===== src/rtl/rf_wport_arbiter.sv =====
`default_nettype none
// ============================================================================
//  Module      : rf_wport_arbiter
//  Description : Shares the single register-file write port between the
//                retiring pipeline instruction and a one-entry buffer that
//                holds a long-latency (mul/div) result. The buffer yields to
//                pipeline writes until a starvation limit forces it through,
//                but always goes first when both target the same register.
//  Revision    : 1.0 - initial release
// ============================================================================
module rf_wport_arbiter #(
    parameter int STARVE_LIMIT = 3
) (
    input  logic        clk,
    input  logic        reset,
    input  logic        wb_valid,
    input  logic        wb_we,
    input  logic [4:0]  wb_addr,
    input  logic [31:0] wb_data,
    input  logic [31:0] wb_pc,
    output logic        wb_ready,
    input  logic        llu_valid,
    input  logic [4:0]  llu_addr,
    input  logic [31:0] llu_data,
    input  logic [31:0] llu_pc,
    output logic        llu_ready,
    output logic        rf_we,
    output logic [4:0]  rf_waddr,
    output logic [31:0] rf_wdata,
    output logic [31:0] debug_wb_pc,
    output logic [3:0]  debug_wb_rf_wen,
    output logic [4:0]  debug_wb_rf_wnum,
    output logic [31:0] debug_wb_rf_wdata
);

    localparam int c_CNT_W = ($clog2(STARVE_LIMIT + 1) > 2) ? $clog2(STARVE_LIMIT + 1) : 2;
    localparam logic [c_CNT_W-1:0] c_LIMIT = c_CNT_W'(STARVE_LIMIT);

    localparam logic [1:0] c_IDLE  = 2'd0;
    localparam logic [1:0] c_PEND  = 2'd1;
    localparam logic [1:0] c_FORCE = 2'd2;

    logic [1:0]         r_state;
    logic [c_CNT_W-1:0] r_cnt;
    logic               r_buf_full;
    logic [4:0]         r_buf_addr;
    logic [31:0]        r_buf_data;
    logic [31:0]        r_buf_pc;
    logic               r_llu_ready;

    logic               r_rf_we;
    logic [4:0]         r_rf_waddr;
    logic [31:0]        r_rf_wdata;
    logic [31:0]        r_dbg_pc;
    logic [3:0]         r_dbg_wen;
    logic [4:0]         r_dbg_wnum;
    logic [31:0]        r_dbg_wdata;

    logic               w_waw;
    logic               w_wb_ready;
    logic               w_retire;
    logic               w_pipe_write;
    logic               w_buf_grant;
    logic               w_buf_lose;
    logic               w_accept;
    logic               w_full_next;
    logic [c_CNT_W-1:0] w_cnt_inc;

    // Grant decision: who owns the write port this cycle
    always_comb begin
        w_waw        = wb_valid & wb_we & (wb_addr == r_buf_addr);
        w_wb_ready   = 1'b0;
        if (!reset) begin
            case (r_state)
                c_IDLE:  w_wb_ready = 1'b1;
                c_PEND:  w_wb_ready = ~w_waw;
                default: w_wb_ready = 1'b0;
            endcase
        end
        w_retire     = wb_valid & w_wb_ready;
        w_pipe_write = w_retire & wb_we;
        // A retiring store leaves the port free, so the buffer drains alongside it
        w_buf_grant  = (r_state == c_FORCE) | ((r_state == c_PEND) & ~w_pipe_write);
        w_buf_lose   = (r_state == c_PEND) & w_pipe_write;
        w_accept     = ~r_buf_full & llu_valid & r_llu_ready;
        w_cnt_inc    = r_cnt + 1'b1;
        w_full_next  = w_buf_grant ? 1'b0 : (r_buf_full | w_accept);
    end

    assign wb_ready = w_wb_ready;

    // Buffer FSM: capture, count lost arbitrations, force after the limit
    always_ff @(posedge clk) begin
        if (reset) begin
            r_state     <= c_IDLE;
            r_cnt       <= '0;
            r_buf_full  <= 1'b0;
            r_buf_addr  <= '0;
            r_buf_data  <= '0;
            r_buf_pc    <= '0;
            r_llu_ready <= 1'b0;
        end else begin
            r_buf_full  <= w_full_next;
            r_llu_ready <= ~w_full_next;
            case (r_state)
                c_IDLE: begin
                    if (w_accept) begin
                        r_buf_addr <= llu_addr;
                        r_buf_data <= llu_data;
                        r_buf_pc   <= llu_pc;
                        r_cnt      <= '0;
                        r_state    <= c_PEND;
                    end
                end
                c_PEND: begin
                    if (w_buf_grant) begin
                        r_state <= c_IDLE;
                    end else if (w_buf_lose) begin
                        r_cnt <= w_cnt_inc;
                        if (w_cnt_inc >= c_LIMIT) begin
                            r_state <= c_FORCE;
                        end
                    end
                end
                c_FORCE: begin
                    r_state <= c_IDLE;
                end
                default: begin
                    r_state <= c_IDLE;
                end
            endcase
        end
    end

    // Registered write port and trace; r0 writes are granted but not issued
    always_ff @(posedge clk) begin
        if (reset) begin
            r_rf_we     <= 1'b0;
            r_rf_waddr  <= '0;
            r_rf_wdata  <= '0;
            r_dbg_pc    <= '0;
            r_dbg_wen   <= '0;
            r_dbg_wnum  <= '0;
            r_dbg_wdata <= '0;
        end else if (w_buf_grant) begin
            r_rf_we     <= (r_buf_addr != 5'd0);
            r_rf_waddr  <= r_buf_addr;
            r_rf_wdata  <= r_buf_data;
            r_dbg_pc    <= r_buf_pc;
            r_dbg_wen   <= (r_buf_addr != 5'd0) ? 4'b1111 : 4'b0000;
            r_dbg_wnum  <= r_buf_addr;
            r_dbg_wdata <= r_buf_data;
        end else if (w_pipe_write) begin
            r_rf_we     <= (wb_addr != 5'd0);
            r_rf_waddr  <= wb_addr;
            r_rf_wdata  <= wb_data;
            r_dbg_pc    <= wb_pc;
            r_dbg_wen   <= (wb_addr != 5'd0) ? 4'b1111 : 4'b0000;
            r_dbg_wnum  <= wb_addr;
            r_dbg_wdata <= wb_data;
        end else if (w_retire) begin
            r_rf_we     <= 1'b0;
            r_dbg_pc    <= wb_pc;
            r_dbg_wen   <= 4'b0000;
        end else begin
            r_rf_we     <= 1'b0;
            r_dbg_wen   <= 4'b0000;
        end
    end

    assign llu_ready         = r_llu_ready;
    assign rf_we             = r_rf_we;
    assign rf_waddr          = r_rf_waddr;
    assign rf_wdata          = r_rf_wdata;
    assign debug_wb_pc       = r_dbg_pc;
    assign debug_wb_rf_wen   = r_dbg_wen;
    assign debug_wb_rf_wnum  = r_dbg_wnum;
    assign debug_wb_rf_wdata = r_dbg_wdata;

endmodule
`default_nettype wire


===== config.mk =====
export PLATFORM = sky130hd
export DESIGN_NAME = rf_wport_arbiter
export DESIGN_NICKNAME = d
export VERILOG_FILES = /design/src/rtl/rf_wport_arbiter.sv
export SDC_FILE = /design/constraint.sdc
export NUM_CORES = 1
export LEC_CHECK = 0
export CAP_MARGIN = 5
export CORE_AREA = 5 5 129 131
export CTS_BUF_LIST = sky130_fd_sc_hd__clkbuf_2 sky130_fd_sc_hd__clkbuf_4 sky130_fd_sc_hd__clkbuf_8
export DETAILED_ROUTE_END_ITERATION = 12
export DIE_AREA = 0 0 134 136
export MAX_ROUTING_LAYER = met4
export PLACE_DENSITY_LB_ADDON = 0.2
export REMOVE_ABC_BUFFERS = 1
export SLEW_MARGIN = 10
export SYNTH_ARGS = -nofsm -noshare
export SYNTH_HDL_FRONTEND = slang
export SYNTH_SLANG_ARGS = --single-unit

===== constraint.sdc =====
create_clock -name clk -period 2.15 [get_ports clk]
set_input_delay 0.5375 -clock clk [delete_from_list [all_inputs] [get_ports clk]]
set_output_delay 0.5375 -clock clk [all_outputs]
set_load 0.01 [all_outputs]

# Yosys cells after proc, flatten, opt, wreduce, memory -nomap -nowiden
# Cells that the tools add are included.
[op_classes]
reduce_logical = 9
bitwise = 14
mux = 25
n_addsub = 1
eq_ne = 8
magnitude_cmp = 1
[ops]
columns = ["operator", "n"]
rows = [
  ["$mux W32", 5],
  ["$mux W4", 4],
  ["$mux W2", 7],
  ["$mux W5", 2],
  ["$reduce_bool A5 Y1", 2],
  ["$and A1 B1 Y1", 8],
  ["$pmux W2 S2", 2],
  ["$ne A2 B2 Y1 const B", 3],
  ["$eq A5 B5 Y1", 1],
  ["$mux W1", 4],
  ["$not A1 Y1", 4],
  ["$reduce_and A4 Y1", 1],
  ["$reduce_bool A2 Y1", 2],
  ["$ne A3 B2 Y1 const B", 1],
  ["$ne A3 B3 Y1 const B", 1],
  ["$reduce_and A3 Y1", 1],
  ["$reduce_bool A3 Y1", 1],
  ["$add A2 B1 Y2 const B", 1],
  ["$eq A2 B1 Y1 const B", 1],
  ["$eq A2 B2 Y1 const B", 1],
  ["$ge A2 B2 Y1 const B", 1],
  ["$logic_not A2 Y1", 1],
  ["$or A1 B1 Y1", 2],
  ["$pmux W1 S2", 1],
  ["$reduce_and A2 Y1", 1],
]
[word_totals]
out_inout_bits = 113
input_bits = 143
reg_bits = 149
word_cells = 70

# Logic depth before layout (Yosys ltp)
# Gate-level depths: netlist of run 1.
[logic_depth]
depth_word = 12
mapped_depth = 10
mapped_depth_nobuf = 7

# Least setup slack after synthesis of run 1
# No wires, ideal clock.
[synth_timing]
path_type = "register -> register"
from = "register r_state[0]"
to = "register r_dbg_wdata[0] (netlist: debug_wb_rf_wdata[0])"
path_stages_with_launch = 10
setup_ns = 0.114
synth_period_minus_slack_ns = 2.116
setup_slack_ns = 0.034
t_arrival_ns = 2.002
required_time_ns = 2.036
path_cell_list = "dfxtp_1 inv_1 ha_1 buf_2 nand3b_1 nor4_4 a211oi_2 buf_2 a22o_1 a21o_1"
[synth_between]
elab_chain_cells = 9
[synth_rtl]
columns = ["element", "line_no", "text"]
rows = [
  ["from (decl)", "43", "logic [1:0] r_state;"],
  ["from (signal assigned)", "95", "r_state <= c_IDLE;"],
  ["from (signal assigned)", "112", "r_state <= c_PEND;"],
  ["from (signal assigned)", "117", "r_state <= c_IDLE;"],
  ["$eq A2 B1 Y1 or $logic_not A2 Y1 (tied branches)", "74, 83", ""],
  ["$pmux W1 S2", "74", "case (r_state)"],
  ["$mux W1", "73", "if (!reset) begin"],
  ["$and A1 B1 Y1", "80", "w_retire = wb_valid & w_wb_ready;"],
  ["$and A1 B1 Y1", "81", "w_pipe_write = w_retire & wb_we;"],
  ["$not A1 Y1", "83", "w_buf_grant = (r_state == c_FORCE) | ((r_state == c_PEND) & ~w_pipe_write);"],
  ["$and A1 B1 Y1", "83", ""],
  ["$or A1 B1 Y1", "83", ""],
  ["$mux W32 or $reduce_bool A2 Y1 (tied branches)", "-", ""],
  ["to (signal assigned)", "152", "r_dbg_wdata <= r_buf_data;"],
  ["to (signal assigned)", "160", "r_dbg_wdata <= wb_data;"],
  ["to (decl)", "57", "logic [31:0] r_dbg_wdata;"],
]
# Several ways; a longest one is shown, not always the timed one.
# A chain may end at the register's enable or synchronous reset.

# Worst setup path in the final report of run 1
[layout_timing]
from = "input wb_addr[0]"
to = "output wb_ready"
[layout_between]
elab_chain_cells = 5
[layout_rtl]
columns = ["element", "line_no", "text"]
rows = [
  ["from (decl)", "18", "input logic [4:0] wb_addr,"],
  ["$eq A5 B5 Y1", "71", "w_waw = wb_valid & wb_we & (wb_addr == r_buf_addr);"],
  ["$and A1 B1 Y1", "71", ""],
  ["$not A1 Y1", "76", "c_PEND: w_wb_ready = ~w_waw;"],
  ["$pmux W1 S2", "74", ""],
  ["$mux W1", "73", ""],
  ["to (decl)", "21", "output logic wb_ready,"],
]
# Every way passes these cells.

==> qor.txt, run 1 <==
CTS tree = done
post-synthesis sequential area ratio = 48.4%
Sink Count = 145
WL final = 19100 µm
Critical Path Fanout Max = 2
P&R area growth vs syn = 55.5%
via-per-instance ratio = 5.03
share of layout cells above drive strength 1 = 11.1%
Critical R2R Capture = debug_wb_rf_wnum[1]$_SDFFE_PP0P_
clock tree root driver cell = clkbuf_8
crit path launch = wb_addr[0]
wire per inst = 16.6 µm
port buffer count = 255
drc violations = 0
crit path kind = primary input to output pin
Worst R2R Path Depth = 10
gpl congestion = 0.796
setup ws final = -0.0132 ns
area leader, netlist = dfxtp_1
most common cell in the netlist = nand2_1
RSZ-0062 raised after global routing = true
max-cap violations = 0
Setup Viol. Count Final = 1
Worst Hold Margin = 0.427 ns
Fin. Hold Viols = 0
DIE AREA = 0.0182 mm²
initial antenna violation count = 1
Slew Limit Fails = 0
Synth Register Bits = 145
Yosys cell types = 37
pin count of the biggest net entering global routing = 110
Post-synth EDFFs = 0
CTS max path bufs = 2
slowest CP cell = clkdlybuf4s50_1
WP data arrival = 1.63 ns
Max stage delay on crit path = 0.49 ns
Worst Hold Path EP = r_buf_data[8]$_SDFFE_PP0P_
drt first pass iters = 6
asr flop ratio synth = 0%
Mapped Area = 0.00600 mm²
pre-CTS WS = -0.482 ns
initial DRC count = 273
Post-DP HPWL = 12800 µm
H-tree levels = 4
FP Rows = 46
hold path startpoint = reset
# fillers = 1397
Worst-Margin Slew = 0.521 ns
slew margin rel. = 65.3%
peak supply drop = 0.000521 V
final design utilization = 60.3%
commonest cells in the netlist = nand2_1 (207), dfxtp_1 (145), a21oi_1 (76)
Setup crit end kind = output pin
Final Skew = 0.0143 ns
Worst EP required = 1.61 ns
hold path cells = 3
vias in the first global route = 5626
fin crit period = 2.16 ns
gr ovfl total = 0
fmax = 462 MHz
Mean Syn Cell Area = 8.43 µm²
final cell count without fillers = 1152
startpoint class of the critical path = primary input
Total Nets Final = 1093
Post-Synthesis Cells = 712
global-route wire length before repair = 29000 µm
Ys Warns = 0
Num CTS Buffers = 17
Detail Route Antenna Nets = 0
worst r2r src = r_state[0]$_SDFFE_PP0P_
number of top-level pins = 256
Synth area leaders = dfxtp_1 (48%), nand2_1 (13%), a21oi_1 (6.3%)
ys flop type = dfxtp_1
area share of the largest cell type after synthesis = 48.4%
Core Area = 0.0155 mm²
Die Wd = 134 µm
failing checks = setup timing
routed vias = 5800
fin crit share = 101%
die height = 136 µm
R2R Setup Slk = 0.13 ns
CP cell instances = clkdlybuf4s50_1 -> xor2_1 -> nor4_4 -> a21oi_1 -> buf_2
status = finished, violations left
Leak = 0.00378 µW
hold crit path type = primary input to flop
cell area power density = 966 mW/mm²
clk slew on worst S/H paths = 0.08 ns
GRT Total Usage = 20.6%
initial cell density of the core = 38.8%
Clock Latency Late Sink = 0.44 ns
DP Cell Count = 1111
layout make-up:
class,count,area (µm²),area share [%]
Clock inverter,12,129,1.38
Tap cell,192,240,2.57
Clock buffer,20,269,2.88
Antenna cell,1,2.50,0.0268
Sequential cell,145,2910,31.1
Inverter,5,18.8,0.201
Multi-Input combinational cell,469,2630,28.2
Timing Repair Buffer,308,3140,33.6
metal layers:
metal	global-route usage, %	part of all wire (%)
met1	25.2	44
met5	-	0
met2	33.5	48
met4	5.49	1.0
met3	5.96	6.9
worst max-delay path: cells and delay by family:
family                    cells  cell delay, ns
buffers and inverters         2            0.64
xor gates and xnor gates      1            0.24
AOI/OAI and AO/OA             1            0.13
and+or+nand+nor               1            0.07
worst max path at each step:
stage	slack, ns	depth (start not counted)	endpoint
floorplan	-2.56	5	r_buf_addr[0]$_SDFFE_PP0P_
global placement	-0.47	5	wb_ready
detailed placement	-0.48	5	wb_ready
CTS	-0.02	5	wb_ready
global route	-0.08	6	wb_ready
finish	-0.01	5	wb_ready
cells by family (layout without fill, tap and decap cells):
| logic type | Yosys count | count (layout) | share of synthesized area [%] |
|---|---|---|---|
| XOR/XNOR | 5 | 5 | 0.729 |
| multiplexers | 2 | 2 | 0.354 |
| other | 0 | 1 | 0 |
| AND/OR/NAND/NOR | 263 | 263 | 17.8 |
| AO/OA/AOI/OAI | 195 | 195 | 22.7 |
| flip-flops | 145 | 145 | 48.4 |
| adder cells (fa/ha/maj) | 4 | 4 | 0.834 |
| buffers and inverters | 98 | 345 | 9.19 |
power breakdown:
group | internal [µW] | switching [µW]
Sequential | 3130 | 265
Combinational | 1850 | 1620
Clock | 1110 | 1050
flip-flops by register name (all words and copies together) (netlist names):
signal,cells
r_state,2
r_buf_addr,5
debug_wb_rf_wnum,5
r_buf_pc,32
r_cnt,2
debug_wb_rf_wdata,32
debug_wb_rf_wen,1
r_buf_full,1
llu_ready,1
debug_wb_pc,32
r_buf_data,32
layout by cell type (no fill, tap or decap), types with 3 or more instances in the layout:
| master | Yosys | layout |
|---|---|---|
| nand3b_1 | 3 | 3 |
| clkinv_2 | 0 | 4 |
| clkdlybuf4s50_1 | 0 | 251 |
| clkbuf_8 | 0 | 19 |
| nor2_1 | 37 | 36 |
| a311oi_1 | 32 | 31 |
| buf_4 | 44 | 38 |
| xor2_1 | 5 | 5 |
| buf_12 | 0 | 11 |
| dfxtp_1 | 145 | 143 |
| nand2b_1 | 3 | 3 |
| nand2_1 | 207 | 207 |
| inv_1 | 5 | 3 |
| inv_6 | 0 | 3 |
| a21o_1 | 38 | 38 |
| clkinvlp_4 | 0 | 3 |
| a22o_1 | 37 | 37 |
| o21ai_0 | 3 | 3 |
| clkbuf_16 | 0 | 3 |
| a21oi_1 | 76 | 74 |
through the flow:
step | instance area, µm² | power [µW] | TNS, ns
floorplan | 5470 | 4780 | -258.11
global placement | 8760 | 6590 | -23.45
detailed placement | 8760 | 6600 | -25.15
CTS | 9190 | 8830 | -0.0245
global route | 9340 | 9550 | -0.0838
finish | 9340 | 9020 | -0.0132
repair_timing:
| item | in CTS | in global routing |
|---|---|---|
| gates cloned | 0 | 3 |
| endpoints found under the hold margin | 0 | 0 |
| resized for setup | 15 | 6 |
| endpoints found under the setup margin | 71 | 41 |
| hold buffers | 0 | 0 |
| pin swaps | 3 | 8 |
| setup buffers | 1 | 4 |
(Power assumes the default switching activity.)
==> inputs of run 2 (changes only) <==
--- a/config.mk
+++ b/config.mk
@@ -17,3 +17,4 @@
 export SYNTH_ARGS = -nofsm -noshare
 export SYNTH_HDL_FRONTEND = slang
 export SYNTH_SLANG_ARGS = --single-unit
+export TNS_END_PERCENT = 20
==> qor.txt, run 2 (synthesized netlist as in run 1, its figures left out) <==
status = finished, violations left (unchanged)
failing checks = setup timing (unchanged)
R2R Setup Slk = 0.13 ns (about the same)
port buffer count = 255 (unchanged)
clk slew on worst S/H paths = 0.08 ns (about the same)
Num CTS Buffers = 17 (unchanged)
gpl congestion = 0.796 (unchanged)
Slew Limit Fails = 0 (unchanged)
hold path cells = 3 (unchanged)
global-route wire length before repair = 29000 µm (unchanged)
Worst R2R Path Depth = 10 (unchanged)
P_sw = 2930 µW (about the same)
initial antenna violation count = 1 (unchanged)
fin crit period = 2.16 ns (about the same)
Die Wd = 134 µm (unchanged)
WL final = 19200 µm (was 19100 µm)
Detail Route Antenna Nets = 0 (unchanged)
number of top-level pins = 256 (unchanged)
Worst Hold Path EP = r_buf_data[8]$_SDFFE_PP0P_ (unchanged)
share of layout cells above drive strength 1 = 11.0% (was 11.1%)
CTS tree = done (unchanged)
CTS max path bufs = 2 (unchanged)
Core Area = 0.0155 mm² (unchanged)
drc violations = 0 (unchanged)
initial cell density of the core = 38.8% (unchanged)
via-per-instance ratio = 5.04 (was 5.03)
Internal Power = 6080 µW (was 6090 µW)
commonest non-fill, non-tap cell in the layout = clkdlybuf4s50_1 (unchanged)
FP Rows = 46 (unchanged)
Final Skew = 0.0151 ns (was 0.0143 ns)
hold crit path type = primary input to flop (unchanged)
Worst EP required = 1.61 ns (about the same)
Post-DP HPWL = 12800 µm (unchanged)
Total Nets Final = 1092 (was 1093)
pin count of the biggest net entering global routing = 110 (unchanged)
drt first pass iters = 6 (unchanged)
initial DRC count = 287 (was 273)
Seq pwr share = 37.7% (was 37.6%)
Leak = 0.00378 µW (about the same)
Fin. Hold Viols = 0 (unchanged)
Critical Path Fanout Max = 2 (unchanged)
slew margin rel. = 65.3% (about the same)
routed vias = 5797 (was 5800)
crit path kind = primary input to output pin (unchanged)
Setup crit end kind = output pin (unchanged)
most frequent cells in the layout = clkdlybuf4s50_1 (251), nand2_1 (207), dfxtp_1 (143) (unchanged)
Clock Latency Late Sink = 0.45 ns (was 0.44 ns)
final setup TNS = -0.0132 ns (about the same)
Clk pwr share = 24.0% (was 23.9%)
RSZ-0062 raised after global routing = true (unchanged)
max-cap violations = 0 (unchanged)
H-tree levels = 4 (unchanged)
WP data arrival = 1.63 ns (about the same)
Worst-Margin Slew = 0.521 ns (about the same)
Switching Share = 32.5% (about the same)
gr ovfl total = 0 (unchanged)
DIE AREA = 0.0182 mm² (unchanged)
Critical R2R Capture = debug_wb_rf_wnum[4]$_SDFFE_PP0P_ (was debug_wb_rf_wnum[1]$_SDFFE_PP0P_)
Comb power frac = 38.3% (was 38.5%)
startpoint class of the critical path = primary input (unchanged)
worst r2r src = r_state[0]$_SDFFE_PP0P_ (unchanged)
# fillers = 1398 (was 1397)
fmax = 462 MHz (about the same)
die height = 136 µm (unchanged)
peak supply drop = 0.000520 V (was 0.000521 V)
GRT Total Usage = 20.6% (unchanged)
vias in the first global route = 5626 (unchanged)
Worst Hold Margin = 0.422 ns (was 0.427 ns)
Sink Count = 145 (unchanged)
clock tree root driver cell = clkbuf_8 (unchanged)
cell area power density = 966 mW/mm² (about the same)
wire per inst = 16.6 µm (about the same)
Setup Viol. Count Final = 1 (unchanged)
setup ws final = -0.0132 ns (about the same)
hold path startpoint = reset (unchanged)
fin crit share = 101% (about the same)
P&R area growth vs syn = 55.4% (was 55.5%)
run 2: cell count changes in the layout (fill, tap and decap cells not counted), sizes merged:
cell and delta:
buf -1
run 2: through the flow:
step	util [%]	setup WS [ns]	power, µW	std cells	area [µm²]
2_1_floorplan	-	-2.56	4780	619	5470
3_3_place_gp	56.6	-0.473	6590	1111	8760
3_5_place_dp	56.6	-0.482	6600	1111	8760
5_1_grt	60.2	-0.0805	9530	1151	9330
6_report	60.2	-0.0132	9010	1151	9330
4_1_cts	59.4	-0.0245	8830	1144	9190
run 2: worst max-delay path, cell delays in order:
cell and delay, ns:
clkdlybuf4s50_1 0.49, xor2_1 0.24, nor4_4 0.07, a21oi_1 0.13
buf_2 0.15
run 2: routing by layer:
layer	global-route usage (%)	up-vias	wire length (µm)
met4	5.49	0	170
met3	5.96	15	1270
li1	-	2855	-
met5	-	-	0
met1	25.2	2740	8450
met2	33.5	187	9260
run 2: worst max path at each step:
stage	start	end	slack (ns)	depth (start not counted)
final	wb_addr[0]	wb_ready	-0.01	5
after global routing	r_state[1]$_SDFFE_PP0P_	wb_ready	-0.08	6
after CTS	wb_addr[0]	wb_ready	-0.02	5
after detailed placement	wb_addr[2]	wb_ready	-0.48	5
after global placement	wb_addr[2]	wb_ready	-0.47	5
after floorplan	r_state[0]$_SDFFE_PP0P_	r_buf_addr[0]$_SDFFE_PP0P_	-2.56	5
run 2: area by class of cell:
| class | count | area, µm² | share of cell area (%) |
|---|---|---|---|
| Antenna cell | 1 | 2.50 | 0.0268 |
| Sequential cell | 145 | 2910 | 31.1 |
| Tap cell | 192 | 240 | 2.58 |
| Timing Repair Buffer | 307 | 3130 | 33.6 |
| Inverter | 5 | 18.8 | 0.201 |
| Multi-Input combinational cell | 469 | 2630 | 28.2 |
| Clock inverter | 12 | 129 | 1.38 |
| Clock buffer | 20 | 269 | 2.88 |
run 2: timing repair:
item                                   in CTS  in global routing
setup endpoints to repair                  71                 41
pin swaps                                   3                  8
resized for setup                          15                  6
endpoints found under the hold margin       0                  0
setup buffers                               1                  3
hold buffers                                0                  0
gates cloned                                0                  3
run 2: power groups by stage:
stage	Sequential, µW	Clock [µW]	Combinational (µW)
detailed placement	3440	0	3160
CTS	3400	2210	3220
floorplan	3600	0	1180
global placement	3440	0	3140
finish	3390	2160	3450
global route	3460	2330	3740
==> inputs of run 3 (changes only) <==
--- a/config.mk
+++ b/config.mk
@@ -6,10 +6,10 @@
 export NUM_CORES = 1
 export LEC_CHECK = 0
 export CAP_MARGIN = 5
-export CORE_AREA = 5 5 129 131
+export CORE_AREA = 5 5 148 115
 export CTS_BUF_LIST = sky130_fd_sc_hd__clkbuf_2 sky130_fd_sc_hd__clkbuf_4 sky130_fd_sc_hd__clkbuf_8
 export DETAILED_ROUTE_END_ITERATION = 12
-export DIE_AREA = 0 0 134 136
+export DIE_AREA = 0 0 153 120
 export MAX_ROUTING_LAYER = met4
 export PLACE_DENSITY_LB_ADDON = 0.2
 export REMOVE_ABC_BUFFERS = 1
==> qor.txt, run 3 (synthesized netlist as in run 1, its figures left out) <==
share of layout cells above drive strength 1 = 10.2% (was 11.0%)
peak supply drop = 0.000507 V (was 0.000520 V)
Setup Viol. Count Final = 1 (unchanged)
hold path cells = 1 (was 3)
GRT Total Usage = 19.7% (was 20.6%)
Total Nets Final = 1088 (was 1092)
hold path startpoint = r_buf_data[5]$_SDFFE_PP0P_ (was reset)
CTS tree = done (unchanged)
layer with the highest usage = met2 (unchanged)
Worst Hold Path EP = debug_wb_rf_wdata[5]$_SDFFE_PP0P_ (was r_buf_data[8]$_SDFFE_PP0P_)
slowest CP cell = clkdlybuf4s50_1 (unchanged)
DP Cell Count = 1127 (was 1111)
Slew Limit Fails = 0 (unchanged)
port buffer count = 255 (unchanged)
Clock Latency Late Sink = 0.44 ns (was 0.45 ns)
diode count = 0 (was 1)
initial cell density of the core = 38.7% (was 38.8%)
Sink Count = 145 (unchanged)
met2 GRT Util = 32.0% (was 33.5%)
vias in the first global route = 5611 (was 5626)
initial DRC count = 301 (was 287)
Critical Path Fanout Max = 2 (unchanged)
CP cell instances = clkdlybuf4s50_1 -> xor2_1 -> nor4_4 -> a21oi_1 -> buf_2 (unchanged)
gr ovfl total = 0 (unchanged)
Detail Route Antenna Nets = 0 (unchanged)
clock tree root driver cell = clkbuf_8 (unchanged)
Worst-Margin Slew = 0.654 ns (was 0.521 ns)
status = finished, violations left (unchanged)
gpl congestion = 0.779 (was 0.796)
Final Skew = 0.0111 ns (was 0.0151 ns)
CTS max path bufs = 2 (unchanged)
routed vias = 5719 (was 5797)
wire per inst = 16.1 µm (was 16.6 µm)
startpoint class of the critical path = primary input (unchanged)
# fillers = 1420 (was 1398)
fin crit share = 102% (was 101%)
H-tree levels = 4 (unchanged)
die height = 120 µm (was 136 µm)
fmax = 458 MHz (was 462 MHz)
via-per-instance ratio = 4.92 (was 5.04)
pin count of the biggest net entering global routing = 60 (was 110)
failing checks = setup timing (unchanged)
number of top-level pins = 256 (unchanged)
fin crit period = 2.18 ns (was 2.16 ns)
Leak = 0.00379 µW (was 0.00378 µW)
worst r2r src = r_state[0]$_SDFFE_PP0P_ (unchanged)
FP Rows = 40 (was 46)
WL final = 18700 µm (was 19200 µm)
Die Wd = 153 µm (was 134 µm)
RSZ-0062 raised after global routing = true (unchanged)
crit path kind = primary input to output pin (unchanged)
R2R Setup Slk = 0.08 ns (was 0.13 ns)
Critical R2R Capture = debug_wb_rf_wdata[6]$_SDFFE_PP0P_ (was debug_wb_rf_wnum[4]$_SDFFE_PP0P_)
Setup crit end kind = output pin (unchanged)
clk slew on worst S/H paths = 0.08 ns (about the same)
drt first pass iters = 4 (was 6)
CTS Hold Bufs = 0 (unchanged)
final design utilization = 60.5% (was 60.2%)
Num CTS Buffers = 17 (unchanged)
GRT met3 Usage = 4.97% (was 5.96%)
most frequent cells in the layout = clkdlybuf4s50_1 (251), nand2_1 (207), dfxtp_1 (143) (unchanged)
slew margin rel. = 56.4% (was 65.3%)
global-route wire length before repair = 28700 µm (was 29000 µm)
P&R area growth vs syn = 56.3% (was 55.4%)
drc violations = 0 (unchanged)
max-cap violations = 0 (unchanged)
commonest non-fill, non-tap cell in the layout = clkdlybuf4s50_1 (unchanged)
initial antenna violation count = 0 (was 1)
WP data arrival = 1.65 ns (was 1.63 ns)
Post-DP HPWL = 12300 µm (was 12800 µm)
Core Area = 0.0155 mm² (about the same)
DIE AREA = 0.0184 mm² (was 0.0182 mm²)
met1 GRT Util = 24.9% (was 25.2%)
Fin. Hold Viols = 0 (unchanged)
Max stage delay on crit path = 0.44 ns (was 0.49 ns)
Worst EP required = 1.61 ns (about the same)
Worst R2R Path Depth = 10 (unchanged)
cell area power density = 1000 mW/mm² (was 966 mW/mm²)
hold crit path type = flop to flop (was primary input to flop)
setup ws final = -0.0334 ns (was -0.0132 ns)
final cell count without fillers = 1163 (was 1151)
[run 3: changes by cell type in the layout (fill, tap and decap cells not counted), moves of 2 or more]
cell / previous run / this run
clkinv_4: 0 / 2
bufinv_16: 2 / 7
buf_4: 37 / 34
clkinvlp_4: 3 / 1
clkbuf_8: 19 / 17
clkinv_2: 4 / 1
[run 3: worst max path at each step]
stage,startpoint,end,slack [ns],cells past startpoint
floorplan,r_state[0]$_SDFFE_PP0P_,r_buf_addr[0]$_SDFFE_PP0P_,-2.56,5
global placement,wb_addr[2],wb_ready,-0.44,5
detailed placement,wb_addr[2],wb_ready,-0.46,5
CTS,r_state[0]$_SDFFE_PP0P_,wb_ready,-0.05,6
global route,r_state[0]$_SDFFE_PP0P_,wb_ready,-0.13,6
finish,wb_addr[0],wb_ready,-0.03,5
[run 3: stage by stage]
step	area [µm²]	worst slack [ns]	setup TNS, ns	hold WS [ns]	power (µW)
4_1_cts	9280	-0.0532	-0.0532	0.456	9310
2_1_floorplan	5470	-2.56	-258.11	0.426	4780
3_5_place_dp	8770	-0.465	-26.14	0.436	6570
3_3_place_gp	8770	-0.443	-24.44	0.435	6560
6_report	9380	-0.0334	-0.0334	0.454	9420
5_1_grt	9380	-0.132	-0.436	0.470	9950
[run 3: layer usage]
layer  part of all wire, %  up-vias
li1                      -     2843
met1                    46     2715
met2                    48      146
met3                   5.3       15
met4                   1.1        0
met5                     0        -
[run 3: cell type report]
type	count	area (µm²)	area share (%)
Clock buffer	18	241	2.57
Inverter	5	18.8	0.200
Multi-Input combinational cell	469	2610	27.8
Timing Repair Buffer	303	3090	32.9
Tap cell	210	263	2.80
Sequential cell	145	2910	31.0
Clock inverter	13	258	2.75
[run 3: power by group]
part / switching, µW / internal, µW / total [µW]
combinational: 1560 / 1780 / 3350
clock: 1050 / 1630 / 2680
sequential: 266 / 3130 / 3390
[run 3: critical path, delay by kind of cell]
family,cells,cell delay [ns]
AOI/OAI and AO/OA,1,0.10
xor gates and xnor gates,1,0.18
buffers and inverters,2,0.59
and+or+nand+nor,1,0.24
[run 3: timing repair]
action                     CTS  global route
setup endpoints to repair   63            57
resized for setup           13             2
gates cloned                 0             2
setup buffers                0             3
pin swaps                    3             4
